### src/rtl/ring_osc_freq_meter_if.sv
// Control/result bundle for the ring oscillator frequency meter:
// software-side request fields in, measurement status and result out.
`timescale 1ns/100ps
interface ring_osc_freq_meter_if #(
  parameter int CNT_W = 16,
  parameter int WIN_W = 16
);
  logic [2:0]       sel;
  logic [WIN_W-1:0] win_len;
  logic             start;
  logic             busy;
  logic             done;
  logic [CNT_W-1:0] count;
  logic             overflow;

  modport master (
    output sel, win_len, start,
    input  busy, done, count, overflow
  );

  modport slave (
    input  sel, win_len, start,
    output busy, done, count, overflow
  );
endinterface

### src/rtl/ring_osc_freq_meter.sv
// Counts rising edges of one selected ring oscillator, sampled as asynchronous
// data in the wb_clk_i domain, over a programmable window of wb_clk_i cycles.
`timescale 1ns/100ps
module ring_osc_freq_meter #(
  parameter int CNT_W       = 16,
  parameter int WIN_W       = 16,
  parameter int SYNC_STAGES = 2
) (
`ifdef USE_POWER_PINS
  inout wire vccd1,
  inout wire vssd1,
`endif
  input  logic                  wb_clk_i,
  input  logic                  wb_rst_i,
  input  logic                  clk_03,
  input  logic                  clk_05,
  input  logic                  clk_07,
  input  logic                  clk_11,
  input  logic                  clk_13,
  input  logic                  clk_17,
  input  logic                  clk_19,
  ring_osc_freq_meter_if.slave  bus
);

  typedef enum logic [1:0] {IDLE, SETTLE, COUNT} state_t;

  localparam logic [WIN_W-1:0] SETTLE_LAST = WIN_W'(SYNC_STAGES);

  state_t                 state;
  logic [2:0]             sel_q;
  logic [WIN_W-1:0]       win_q;
  logic [WIN_W-1:0]       tmr;
  logic                   ring_mux;
  logic [SYNC_STAGES-1:0] sync_p0;
  logic                   prev_p1;
  logic                   rise_p1;
  logic [CNT_W:0]         inc;

  // Returns {saturated, next}; holds at all-ones instead of wrapping.
  function automatic logic [CNT_W:0] sat_inc(input logic [CNT_W-1:0] c);
    if (&c) return {1'b1, c};
    else    return {1'b0, c + CNT_W'(1)};
  endfunction

  always_comb begin
    ring_mux = 1'b0;
    case (sel_q)
      3'd0:    ring_mux = clk_03;
      3'd1:    ring_mux = clk_05;
      3'd2:    ring_mux = clk_07;
      3'd3:    ring_mux = clk_11;
      3'd4:    ring_mux = clk_13;
      3'd5:    ring_mux = clk_17;
      3'd6:    ring_mux = clk_19;
      default: ring_mux = 1'b0;
    endcase
  end

  assign rise_p1 = sync_p0[SYNC_STAGES-1] & ~prev_p1;
  assign inc     = sat_inc(bus.count);

  always_ff @(posedge wb_clk_i or posedge wb_rst_i) begin
    if (wb_rst_i) begin
      sync_p0      <= '0;
      prev_p1      <= 1'b0;
      state        <= IDLE;
      sel_q        <= 3'd7;
      win_q        <= '0;
      tmr          <= '0;
      bus.busy     <= 1'b0;
      bus.done     <= 1'b0;
      bus.count    <= '0;
      bus.overflow <= 1'b0;
    end else begin
      // stage p0: synchroniser on the muxed ring; stage p1: edge history
      sync_p0 <= {sync_p0[SYNC_STAGES-2:0], ring_mux};
      prev_p1 <= sync_p0[SYNC_STAGES-1];

      case (state)
        IDLE: begin
          if (bus.start) begin
            sel_q        <= bus.sel;
            win_q        <= bus.win_len;
            tmr          <= SETTLE_LAST;
            bus.count    <= '0;
            bus.overflow <= 1'b0;
            bus.done     <= 1'b0;
            bus.busy     <= 1'b1;
            state        <= SETTLE;
          end
        end
        // Samples of the previous ring still in the chain are discarded here.
        SETTLE: begin
          if (tmr == '0) begin
            if (win_q == '0) begin
              bus.busy <= 1'b0;
              bus.done <= 1'b1;
              state    <= IDLE;
            end else begin
              tmr   <= win_q - WIN_W'(1);
              state <= COUNT;
            end
          end else begin
            tmr <= tmr - WIN_W'(1);
          end
        end
        COUNT: begin
          if (rise_p1) begin
            bus.count <= inc[CNT_W-1:0];
            if (inc[CNT_W]) bus.overflow <= 1'b1;
          end
          if (tmr == '0) begin
            bus.busy <= 1'b0;
            bus.done <= 1'b1;
            state    <= IDLE;
          end else begin
            tmr <= tmr - WIN_W'(1);
          end
        end
        default: state <= IDLE;
      endcase
    end
  end

endmodule
### src/flat_wrapper.sv
// flat-port wrapper written by rule: the top's interface ports become plain ports
module ring_osc_freq_meter_flat 
#(
  parameter int CNT_W       = 16,
  parameter int WIN_W       = 16,
  parameter int SYNC_STAGES = 2
)
  (wb_clk_i, wb_rst_i, clk_03, clk_05, clk_07, clk_11, clk_13, clk_17, clk_19, bus_sel, bus_win_len, bus_start, bus_busy, bus_done, bus_count, bus_overflow);
  ring_osc_freq_meter_if #(.CNT_W(CNT_W), .WIN_W(WIN_W)) bus_i ();
  input  logic wb_clk_i;
  input  logic wb_rst_i;
  input  logic clk_03;
  input  logic clk_05;
  input  logic clk_07;
  input  logic clk_11;
  input  logic clk_13;
  input  logic clk_17;
  input  logic clk_19;
  input wire logic [$bits(bus_i.sel)-1:0] bus_sel;
  input wire logic [$bits(bus_i.win_len)-1:0] bus_win_len;
  input wire logic [$bits(bus_i.start)-1:0] bus_start;
  output wire logic [$bits(bus_i.busy)-1:0] bus_busy;
  output wire logic [$bits(bus_i.done)-1:0] bus_done;
  output wire logic [$bits(bus_i.count)-1:0] bus_count;
  output wire logic [$bits(bus_i.overflow)-1:0] bus_overflow;
  assign bus_i.sel = bus_sel;
  assign bus_i.win_len = bus_win_len;
  assign bus_i.start = bus_start;
  assign bus_busy = bus_i.busy;
  assign bus_done = bus_i.done;
  assign bus_count = bus_i.count;
  assign bus_overflow = bus_i.overflow;
  ring_osc_freq_meter #(.CNT_W(CNT_W), .WIN_W(WIN_W), .SYNC_STAGES(SYNC_STAGES)) u_core (.wb_clk_i(wb_clk_i), .wb_rst_i(wb_rst_i), .clk_03(clk_03), .clk_05(clk_05), .clk_07(clk_07), .clk_11(clk_11), .clk_13(clk_13), .clk_17(clk_17), .clk_19(clk_19), .bus(bus_i));
endmodule
### config.mk
export PLATFORM = sky130hd
export DESIGN_NAME = ring_osc_freq_meter_flat
export DESIGN_NICKNAME = d
export VERILOG_FILES = /design/src/rtl/ring_osc_freq_meter_if.sv /design/src/rtl/ring_osc_freq_meter.sv /design/src/flat_wrapper.sv
export SDC_FILE = /design/constraint.sdc
export NUM_CORES = 1
export LEC_CHECK = 0
export CAP_MARGIN = 5
export CORE_MARGIN = 10
export CORE_UTILIZATION = 50
export DETAILED_ROUTE_END_ITERATION = 12
export GPL_TIMING_DRIVEN = 0
export PLACE_DENSITY = 0.74
export REMOVE_ABC_BUFFERS = 1
export SLEW_MARGIN = 0
export SYNTH_ARGS = -nofsm -noshare
export SYNTH_HDL_FRONTEND = slang
export SYNTH_SLANG_ARGS = --single-unit
### constraint.sdc
create_clock -name wb_clk_i -period 4.65 [get_ports wb_clk_i]
set_input_delay 0.6975 -clock wb_clk_i [delete_from_list [all_inputs] [get_ports wb_clk_i]]
set_output_delay 0.6975 -clock wb_clk_i [all_outputs]
set_load 0.05 [all_outputs]
==> summary.md <==
| Metric | Value |
|---|---|
| VDD IR max | `~0.26 mV` |
| First-pass GRT wire length | `13600 um` |
| Metal-1 WL | `approximately 3500 um` |
| Top cells by count, synth | `dfrtp_1, nor2_1, nand2_1` |
| Latest clock arrival within the worst-skew pair | `0.34 ns` |
| Die Span Y | `103 um` |
| Slew Viols, Final | `0` |
| Crit end category | `flip-flop` |
| RePlAce Congestion | `just under 0.9` |
| Post-synth EDFFs | `0` |
| CTS tree | `yes` |
| Worst path bufs/invs | `1` |
| DR iter-0 viols | `170` |
| # clock sinks | `59` |
| Initial antenna violation count | `0` |
| H-Tree Depth | `3` |
| Req. time, crit path | `around 4.9 ns` |
| Max layer used | `met4` |
| Area share of the largest cell type after synthesis | `between 40% and 50%` |
| Post-DP HPWL | `roughly 6000 um` |
| Worst setup margin | `~1.6 ns` |
| RSZ-0062 raised after global routing | `no` |
| Syn Area/Cell | `10.1 um2` |
| Cts hold-fix bufs | `0` |
| Most numerous cell in the Yosys netlist | `dfrtp_1` |
| Vias in the first global route | `roughly 2800` |
| Total CTS buffers | `9` |
| Met2 routed WL | `3810 um` |
| Clock-pin slew on the worst setup and hold paths | `around 0.06 ns` |
| Crit Path Category | `in2reg` |
| Core area | `6760 um2` |
| Final worst path period share | `65.9%` |
| Vias/cell | `5.88` |
| CP delay by family, top | `simple AND/OR/NAND/NOR gates` |
| Worst-Margin Slew | `1.00 ns` |
| Vias post-DR | `roughly 2800` |
| Worst hold path class | `reg2reg` |
| Hold_ws | `about 0.35 ns` |
| Pre-antenna DRT Iters | `4` |
| Synth Cell Area | `~3500 um2` |
| Critical Path Max Stage Delay | `around 0.98 ns` |
| CTS root buf | `clkbuf_8` |
| Placed Instances | `461` |
| Post-placement cell area | `~4000 um2` |
| I/O Buffers | `47` |
| Area contributors post-synth | `dfrtp_1, mux2_2, xor2_1` |
| Layout Cells excl Fill | `roughly 480` |
| Fin util | `61.9%` |
| Yosys warning total | `0` |
| Fin area | `between 4000 and 5000 um2` |
| Largest net degree at the start of global routing | `38` |
| Post-CTS Repair Setup Buffers | `0` |
| Initial core utilization | `about half` |
| Cts repair resizes | `0` |
| Clock period minus worst slack | `approximately 3 ns` |
| Critical path origin | `bus_start` |
| Max-cap viol count | `0` |
| Crit path max fanout | `20` |
| Static Leak | `around 1.7 nW` |
| #FFs+latches synth | `59` |
| Crit path top cell by count | `nor2_1` |
| Final Skew | `between 0.01 and 0.015 ns` |
| Area Growth Syn to Fin | `20.5%` |
| Setup tns final | `0 ns` |
| Hold_sp | `u_core.sync_p0[0]` |
| Syn Inst Count | `between 300 and 400` |
| GRT overflow | `0` |
| Avg WL per Cell | `about 17 um` |
| Relative slew slack | `33.1%` |
| Std-Cell Rows | `30` |
| Yosys cell types | `roughly 60` |
| Pre-CTS setup slack | `between 1 and 1.5 ns` |
| Dominant cell type by area after synthesis | `dfrtp_1` |
| Met3 wire length | `between 400 and 500 um` |
| Fmax | `about 330 MHz` |
| Full die area | `approximately 11000 um2` |
| N_diodes | `0` |
| Clk buf depth | `2` |
| Asr flop ratio synth | `100%` |
| Final wirelength | `~8000 um` |
| Synth Flop Type | `dfrtp_1` |
| Layout Nets | `430` |
| CP startpoint kind | `primary input` |
| Status | `complete, no violations` |
| Reg2reg start | `u_core.tmr[0]` |
| Total power | `around 2.4 mW` |
| Worst path arrival time | `3.26 ns` |
| Final Hold Vio Count | `0` |
| Gr usage total | `around 16%` |
| Final setup vio count | `0` |
| Cell Chain, Critical Path | `clkdlybuf4s50_1 > nand2_1 > nor2_1 > nor2_1 > o21ai_0 > o41ai_1` |
| DIE WIDTH | `around 100 um` |
| Power per cell area | `between 500 and 600 nW/um2` |
| Register area share after synthesis | `between 40% and 50%` |
| Io pins | `48` |
| ANT nets after route | `0` |
| DRC Markers | `0` |
| Layout cells sized above 1 | `between 10 and 15%` |
| Slowest CP cell | `nor2_1` |
worst reg2reg max path, delay by kind of cell (launching register included):
family / cells / cell delay [ns]
AOI/OAI and AO/OA: 3 / 1.03
buffers and inverters: 1 / 0.13
and+or+nand+nor: 3 / 1.11
DFF: 1 / 0.43
adders and majority gates: 1 / 0.15
final cells by class:
type                    count  area, um2
fillers                   606       2570
multi-input cells         261       1870
flip-flops and latches     59       1480
repair buffers             48        490
clock buffers              14        163
well taps                  80        100
inverters                  13       48.8
clock inverters             2       35.0
report_power, final:
| group | switching [mW] | internal [mW] |
|---|---|---|
| clock | 0.197 | 0.277 |
| sequential | 0.175 | 0.667 |
| combinational | 0.611 | 0.463 |
| total | 0.983 | 1.41 |
logic make-up (layout without fill, tap and decap cells):
family / count (synthesis) / in the layout / share of synthesized area [%]
AO/OA/AOI/OAI: 79 / 79 / 15.6
XOR/XNOR: 31 / 31 / 7.82
adder cells (fa/ha/maj): 9 / 9 / 3.24
buffers and inverters: 24 / 77 / 3.60
flip-flops: 59 / 59 / 42.6
multiplexers: 23 / 23 / 7.68
AND/OR/NAND/NOR: 119 / 119 / 19.4
final timing paths:
| kind | to | slack [ns] | cells past startpoint |
|---|---|---|---|
| max | u_core.bus.count[13] | 1.59 | 6 |
| min | u_core.sync_p0[1] | 0.35 | 0 |
| max reg2reg | u_core.tmr[4] | 1.68 | 8 |
| min reg2reg | u_core.sync_p0[1] | 0.35 | 0 |
| max in group asynchronous | u_core.sel_q[2] | 3.32 | 3 |
| min in group asynchronous | u_core.win_q[3] | 0.71 | 2 |
flip-flops by register name, summed over array words and instances, names as in the netlist:
signal / flops
u_core.sel_q: 3
u_core.tmr: 16
u_core.state: 2
u_core.bus.busy: 1
u_core.bus.count: 16
u_core.prev_p1: 1
u_core.bus.overflow: 1
u_core.bus.done: 1
u_core.win_q: 16
u_core.sync_p0: 2
layer usage:
metal | track usage (%) | up-vias
met2 | 25.5 | 76
met4 | 5.78 | 0
met3 | 4.72 | 6
li1 | - | 1357
met1 | 20.4 | 1365
met5 | 0 | -
cells in the final DEF (no fill, tap or decap), types with 12 or more instances in the layout:
cell type	netlist	final
xor2_1	16	16
inv_1	13	12
o21ai_0	21	21
dfrtp_1	56	56
nand2_1	26	26
mux2_2	19	19
nor2_1	32	32
clkdlybuf4s50_1	0	47
xnor2_1	15	15
No activity file was read; power rests on OpenSTA's default activity.
